`src/rtl/mux2x1_pkg.sv`:
```
// Shared constants for the registered 2:1 selector and its skid buffer.
// The occupancy enum doubles as the skid buffer's state encoding.
package mux2x1_pkg;

    localparam int MUX2X1_WIDTH_DEFAULT = 1;

    typedef enum logic [1:0] {
        EMPTY = 2'd0,
        ONE   = 2'd1,
        FULL  = 2'd2
    } occ_e;

endpackage

```
`src/rtl/mux2x1_skid.sv`:
```
// Generic 2-entry skid buffer with valid/ready on both sides.
// The head register drives the output; the spare register fills only while the head is stalled.
module mux2x1_skid
    import mux2x1_pkg::*;
#(
    parameter int WIDTH = MUX2X1_WIDTH_DEFAULT
) (
    input  logic             clk,
    input  logic             rst_n,
    input  logic [WIDTH-1:0] in_data,
    input  logic             in_valid,
    output logic             in_ready,
    output logic [WIDTH-1:0] out_data,
    output logic             out_valid,
    input  logic             out_ready
);

    occ_e             occ, occ_nxt;
    logic [WIDTH-1:0] head, head_nxt;
    logic [WIDTH-1:0] spare, spare_nxt;
    logic             push, pop;

    // Ready comes only from registered occupancy and reset, never from out_ready.
    assign in_ready  = rst_n && (occ != FULL);
    assign out_valid = (occ != EMPTY);
    assign out_data  = head;

    assign push = in_valid && in_ready;
    assign pop  = out_valid && out_ready;

    always_comb begin
        occ_nxt   = occ;
        head_nxt  = head;
        spare_nxt = spare;
        case (occ)
            EMPTY: begin
                if (push) begin
                    head_nxt = in_data;
                    occ_nxt  = ONE;
                end
            end
            ONE: begin
                if (push && pop) begin
                    head_nxt = in_data;
                end else if (push) begin
                    spare_nxt = in_data;
                    occ_nxt   = FULL;
                end else if (pop) begin
                    // Head keeps its value so the output holds the last result.
                    occ_nxt = EMPTY;
                end
            end
            FULL: begin
                if (pop) begin
                    head_nxt = spare;
                    occ_nxt  = ONE;
                end
            end
            default: begin
                occ_nxt = EMPTY;
            end
        endcase
    end

    always_ff @(posedge clk) begin
        if (!rst_n) begin
            occ   <= EMPTY;
            head  <= '0;
            spare <= '0;
        end else begin
            occ   <= occ_nxt;
            head  <= head_nxt;
            spare <= spare_nxt;
        end
    end

endmodule

```
`src/rtl/mux2x1.sv`:
```
// Registered 2:1 selector: picks A (S=1) or B, then queues the result in a skid buffer.
module mux2x1
    import mux2x1_pkg::*;
#(
    parameter int WIDTH = MUX2X1_WIDTH_DEFAULT
) (
    input  logic             clk,
    input  logic             rst_n,
    input  logic [WIDTH-1:0] A,
    input  logic [WIDTH-1:0] B,
    input  logic             S,
    input  logic             in_valid,
    output logic             in_ready,
    output logic [WIDTH-1:0] Y,
    output logic             out_valid,
    input  logic             out_ready
);

    logic [WIDTH-1:0] sel;

    // An if/else makes an unknown select fall through to B.
    always_comb begin
        if (S) sel = A;
        else   sel = B;
    end

    mux2x1_skid #(.WIDTH(WIDTH)) u_skid (
        .clk       (clk),
        .rst_n     (rst_n),
        .in_data   (sel),
        .in_valid  (in_valid),
        .in_ready  (in_ready),
        .out_data  (Y),
        .out_valid (out_valid),
        .out_ready (out_ready)
    );

endmodule

```
`config.mk`:
```
export PLATFORM = sky130hd
export DESIGN_NAME = mux2x1
export DESIGN_NICKNAME = d
export VERILOG_FILES = /design/src/rtl/mux2x1_pkg.sv /design/src/rtl/mux2x1_skid.sv /design/src/rtl/mux2x1.sv
export SDC_FILE = /design/constraint.sdc
export NUM_CORES = 1
export LEC_CHECK = 0
export CAP_MARGIN = 20
export CORE_AREA = 3 3 40 42
export CTS_BUF_LIST = sky130_fd_sc_hd__clkbuf_4 sky130_fd_sc_hd__clkbuf_8 sky130_fd_sc_hd__clkbuf_16
export DETAILED_ROUTE_END_ITERATION = 10
export DIE_AREA = 0 0 43 45
export GPL_ROUTABILITY_DRIVEN = 0
export PLACE_DENSITY_LB_ADDON = 0.15
export SLEW_MARGIN = 20
export SYNTH_ARGS = -nofsm -noshare
export SYNTH_HDL_FRONTEND = slang
export SYNTH_SLANG_ARGS = --single-unit
export TNS_END_PERCENT = 30
```
`constraint.sdc`:
```
create_clock -name clk -period 1.9 [get_ports clk]
set_clock_uncertainty 0.05 [all_clocks]
set_input_delay 0.38 -clock clk [delete_from_list [all_inputs] [get_ports clk]]
set_output_delay 0.38 -clock clk [all_outputs]
set_load 0.01 [all_outputs]
```
; ---- Word level (Yosys, flattened, before mapping)
; Index checks and enable logic that the tools add are counted.
[word_totals]
register_bits = 4
latch_bits = 0
ram_bits = 0
mem_bits_ro = 0
out_inout_bits = 3
elab_cells = 33
n_memories = 0
[classes]
addsub = 0
mul = 0
div = 0
order_cmp = 0
n_eq_ne = 8
shift = 0
n_mux = 11
n_bitwise = 1
reduce_logical = 10
[op_table]
columns = op, count
row1 = $mux W2, 5
row2 = $reduce_and A4 Y1, 2
row3 = $ne A2 B1 Y1 const B, 3
row4 = $pmux W2 S3, 1
row5 = $logic_and A1 B1 Y1, 4
row6 = $mux W1, 4
row7 = $ne A2 B2 Y1 const B, 2
row8 = $ne A3 B1 Y1 const B, 1
row9 = $pmux W1 S3, 1
row10 = $reduce_and A3 Y1, 1
row11 = $reduce_bool A3 Y1, 1
row12 = $eq A2 B1 Y1 const B, 1
row13 = $eq A2 B2 Y1 const B, 1
row14 = $logic_not A2 Y1, 1
row15 = $reduce_bool A2 Y1, 1
row16 = $not A1 Y1, 1

; ---- Longest topological paths before layout
; Gate-level depths: netlist of the first run.
[logic_depth]
word_depth = 6
ltp_mapped = 3
depth_no_buf = 3

; ---- Modules after synthesis
; A second synthesis of the first run with hierarchy kept.
[hier_totals]
cells_unflattened = 25
area_unflattened_um2 = 230.2
[by_module_without_submodules]
columns = module, instances, cells_each, area_each_um2, seq_area_each_um2
row1 = mux2x1_skid, 1, 24, 215.2, 80.1
row2 = mux2x1, 1, 1, 15.0, 0.0

; ---- Least setup slack after synthesis of the first run
; Ideal clock, no wire load.
[synth_path]
kind = flip-flop to output port
start = register u_skid.occ[1]
end = output port in_ready
arrival_time_ns = 0.818
required_time_ns = 1.470
slack_ns = 0.652
stages_incl_launch_ff = 3
cell_sequence = dfxtp_1 or2b_1 and2_1
[synth_via]
elab_chain_len = 2
[synth_lines]
columns = element, line
row1 = from (decl), mux2x1_skid.sv:18  ; occ_e occ, occ_nxt;
row2 = from (signal assigned), mux2x1_skid.sv:71  ; occ <= occ_nxt;
row3 = $ne A2 B2 Y1, mux2x1_skid.sv:24  ; assign in_ready = rst_n && (occ != FULL);
row4 = $logic_and A1 B1 Y1, mux2x1_skid.sv:24
row5 = to (decl), mux2x1.sv:13  ; output logic in_ready,
; No other way between the ends.

; ---- Worst setup path after layout of the first run
[layout_path]
start = input port rst_n
end = output port in_ready
[layout_via]
elab_chain_len = 1
[layout_lines]
columns = element, line
row1 = from (decl), mux2x1.sv:8  ; input logic rst_n,
row2 = $logic_and A1 B1 Y1, mux2x1_skid.sv:24
; No other way between the ends.

==> flow_summary.ini, run 1 <==
[finish]
drive_gt1_frac = 0.262
seqCellArea_um2 = 80.1
synthToLayoutAreaGrowth_pct = 59.3
multiInputGateArea_um2 = 181
fin_cells = 57
fillers = 136
utilization = 0.324
antennaDiodeCount = 0
fin_nets = 51

[drt]
dr_wl_met2_um = 234
first_iter_violations = 6
dr.pass1.iters = 3
wl_met3_um = 76
wl_met1_um = 295
drc = 0
final_antenna_net_count = 0
finalWirelength_um = 606
vias = 255
wl_per_cell_um = 10.6
via_per_inst = 4.47
top_layer = met3

[timing]
period_share = 0.896
slew_headroom = 0.863
hold_viol = 0
fin_crit_ps = 1700
tightest_slew_ps = 204
rsz0062_at_grt = no
fmaxAchievable_mhz = 587
setup_viol = 0
fin_ws_ps = 197
drv_slew = 0

[die]
rows = 13
ios = 10
die_w_um = 43
initial_core_util = 0.204
coreArea_mm2 = 0.00128
fp.dieH_um = 45
die_area_mm2 = 0.00194

[synthesis]
synthesis.area_um2 = 262
synthMuxAreaShare = 0.120
synth_fa_ha_area_frac = 0
ys_warn_count = 0
yosysUniqueCellTypes = 20
syn-num-nets = 34
netlist_instances = 27
ys_seq_area_frac = 0.306
synth_xor_area_frac = 0
ys_ff_latch = 4
synth-simple-area-share = 0.364
syn_area_per_cell_um2 = 9.69
synth_top_family_by_area = simple AND/OR/NAND/NOR gates
synth_compound_area_frac = 0.211

[job]
cap_violations = 0

[global_route]
grt-ovfl-total = 0
antenna_found_initial = 0
grt_start_max_net_pins = 9
first_global_vias = 217
grt_use_total = 0.0775
grt_pass1_wl_mm = 1.01

[clock_tree]
cts_hold_buf = 0
cts_sinks = 4
cts_tree = yes
cts_resized = 1
ctsLongestPathBuffers = 2
root_buffer = clkbuf_4
htree_levels = 1
cts_made_buffers = 3
clkTransAtPathRegs_ps = 40
cts_setup_buffers = 0
clk_latency_ps = 230

[worst_setup_path]
path_cells = clkdlybuf4s50_1, and2_1, dlygate4sd2_1
startpoint_type = input pin
worst-r2r-cell-count = 3
timing.rr.end = u_skid.out_data$_SDFFE_PN0P_
crit_type = in2out
reg2reg_slack_ps = 680
worstPathArrival_ps = 1270
crit_family = buffers and inverters
timing.critical_path.buf_inv = 2
crit_slowest_cell = clkdlybuf4s50_1
worstPathRequired_ps = 1470
path_max_fanout = 2
crit_path_end_kind = primary output
timing.rr.start = u_skid.occ[0]$_SDFFE_PN0P_
max_stage_delay_ps = 500

[place]
placed_cells = 54
pre_cts_ws_ps = -65.9
io_buffer_count = 9
dp_hpwl_um = 454

[power]
ir_worst_vdd_mv = 0.284
power.total_uw = 262
p_per_area_mw_per_mm2 = 628
p_leak_uw = 0.000175

[worst_hold_path]
hp-start = u_skid.out_data$_SDFFE_PN0P_
hold_end = u_skid.out_data$_SDFFE_PN0P_
hold_depth = 2
hp-class = reg2reg

[status]
status = finished clean
## stage by stage
step | hold WS, ps | area (µm²) | TNS (ps)
after global placement | 395 | 393 | -73.2
after detailed placement | 408 | 393 | -65.9
after floorplan | 433 | 262 | 0
after CTS | 412 | 414 | 0
final | 407 | 417 | 0
after global routing | 436 | 417 | 0
## cells in the mapped netlist, drive strengths merged
cell type  n  area, µm²
a21oi      2       10.0
and4bb     1       12.5
nand2      2       7.51
mux2i      2       20.0
a211oi     1       12.5
dfxtp      4       80.1
and2       1       6.26
and2b      1       8.76
o21a       1       7.51
o311a      1       10.0
and4b      1       11.3
or3b       2       17.5
nand2b     1       6.26
o211ai     1       7.51
o21bai     1       7.51
mux2       1       11.3
nand3b     1       7.51
or2b       1       7.51
or2        1       6.26
nor2       1       3.75
## worst min-delay path: stages, from the launching register on
cell,delay (ps)
dfxtp_1,300
nand2_1,50
mux2i_1,50
## where the power goes
part           internal (µW)  switching [µW]  total (µW)
Clock                   70.8            36.8         108
Combinational           37.9            22.1        60.0
Sequential              89.7            4.45        94.1
Total                    198            63.4         262
## logic make-up (layout without fill, tap and decap cells)
family	count (synthesis)	in the layout
AO/OA/AOI/OAI	7	7
buffers and inverters	0	15
flip-flops	4	4
multiplexers	3	3
AND/OR/NAND/NOR	13	13
## per-layer routing
metal / global-route usage / up-vias
li1: - / 135
met1: 0.0966 / 109
met2: 0.0838 / 11
met3: 0.0757 / 0
met4: 0.0361 / 0
met5: 0 / -
## how the worst max path moves through the flow
stage	cells past startpoint	start	end
2_1_floorplan	2	u_skid.occ[1]$_SDFFE_PN0P_	in_ready
3_3_place_gp	3	rst_n	in_ready
3_5_place_dp	3	rst_n	in_ready
4_1_cts	3	u_skid.occ[1]$_SDFFE_PN0P_	out_valid
5_1_grt	3	u_skid.occ[0]$_SDFFE_PN0P_	in_ready
6_report	3	rst_n	in_ready
## cell usage in the layout, fill, tap and decap left out
cell	instances
dlymetal6s2s_1	1
nand2_1	2
o211ai_1	1
nand2b_1	1
mux2_2	1
and4b_2	1
a211oi_2	1
clkdlybuf4s50_1	7
dlygate4sd2_1	1
or2b_1	1
buf_4	3
mux2i_1	2
and2_1	1
o21a_1	1
a21oi_1	2
clkbuf_4	3
o21bai_1	1
and4bb_1	1
nor2_1	1
or3b_1	2
o311a_1	1
or2_2	1
nand3b_1	1
and2b_2	1
dfxtp_1	4
## sequential cells by signal, summed over array words and instances, names as in the netlist
| register | count |
|---|---|
| u_skid.spare | 1 |
| u_skid.occ | 2 |
| u_skid.out_data | 1 |
## final cells by class
type / count / share of cell area
sequential: 4 / 0.192
timing repair buffer: 12 / 0.273
multi-input combinational: 23 / 0.435
clock buffer: 3 / 0.0541
tap: 15 / 0.0450
Power figures use the tool's default switching activity.
==> run 2: changes to the inputs <==
--- a/config.mk
+++ b/config.mk
@@ -5,7 +5,6 @@
 export SDC_FILE = /design/constraint.sdc
 export NUM_CORES = 1
 export LEC_CHECK = 0
-export CAP_MARGIN = 20
 export CORE_AREA = 3 3 40 42
 export CTS_BUF_LIST = sky130_fd_sc_hd__clkbuf_4 sky130_fd_sc_hd__clkbuf_8 sky130_fd_sc_hd__clkbuf_16
 export DETAILED_ROUTE_END_ITERATION = 10
==> results of run 2 <==
Final layout, timing and power as in run 1 (identical DEF).
==> run 3: changes to the inputs <==
--- a/config.mk
+++ b/config.mk
@@ -9,7 +9,6 @@
 export CTS_BUF_LIST = sky130_fd_sc_hd__clkbuf_4 sky130_fd_sc_hd__clkbuf_8 sky130_fd_sc_hd__clkbuf_16
 export DETAILED_ROUTE_END_ITERATION = 10
 export DIE_AREA = 0 0 43 45
-export GPL_ROUTABILITY_DRIVEN = 0
 export PLACE_DENSITY_LB_ADDON = 0.15
 export SLEW_MARGIN = 20
 export SYNTH_ARGS = -nofsm -noshare
==> results of run 3 <==
Final layout, timing and power as in run 1 (identical DEF).
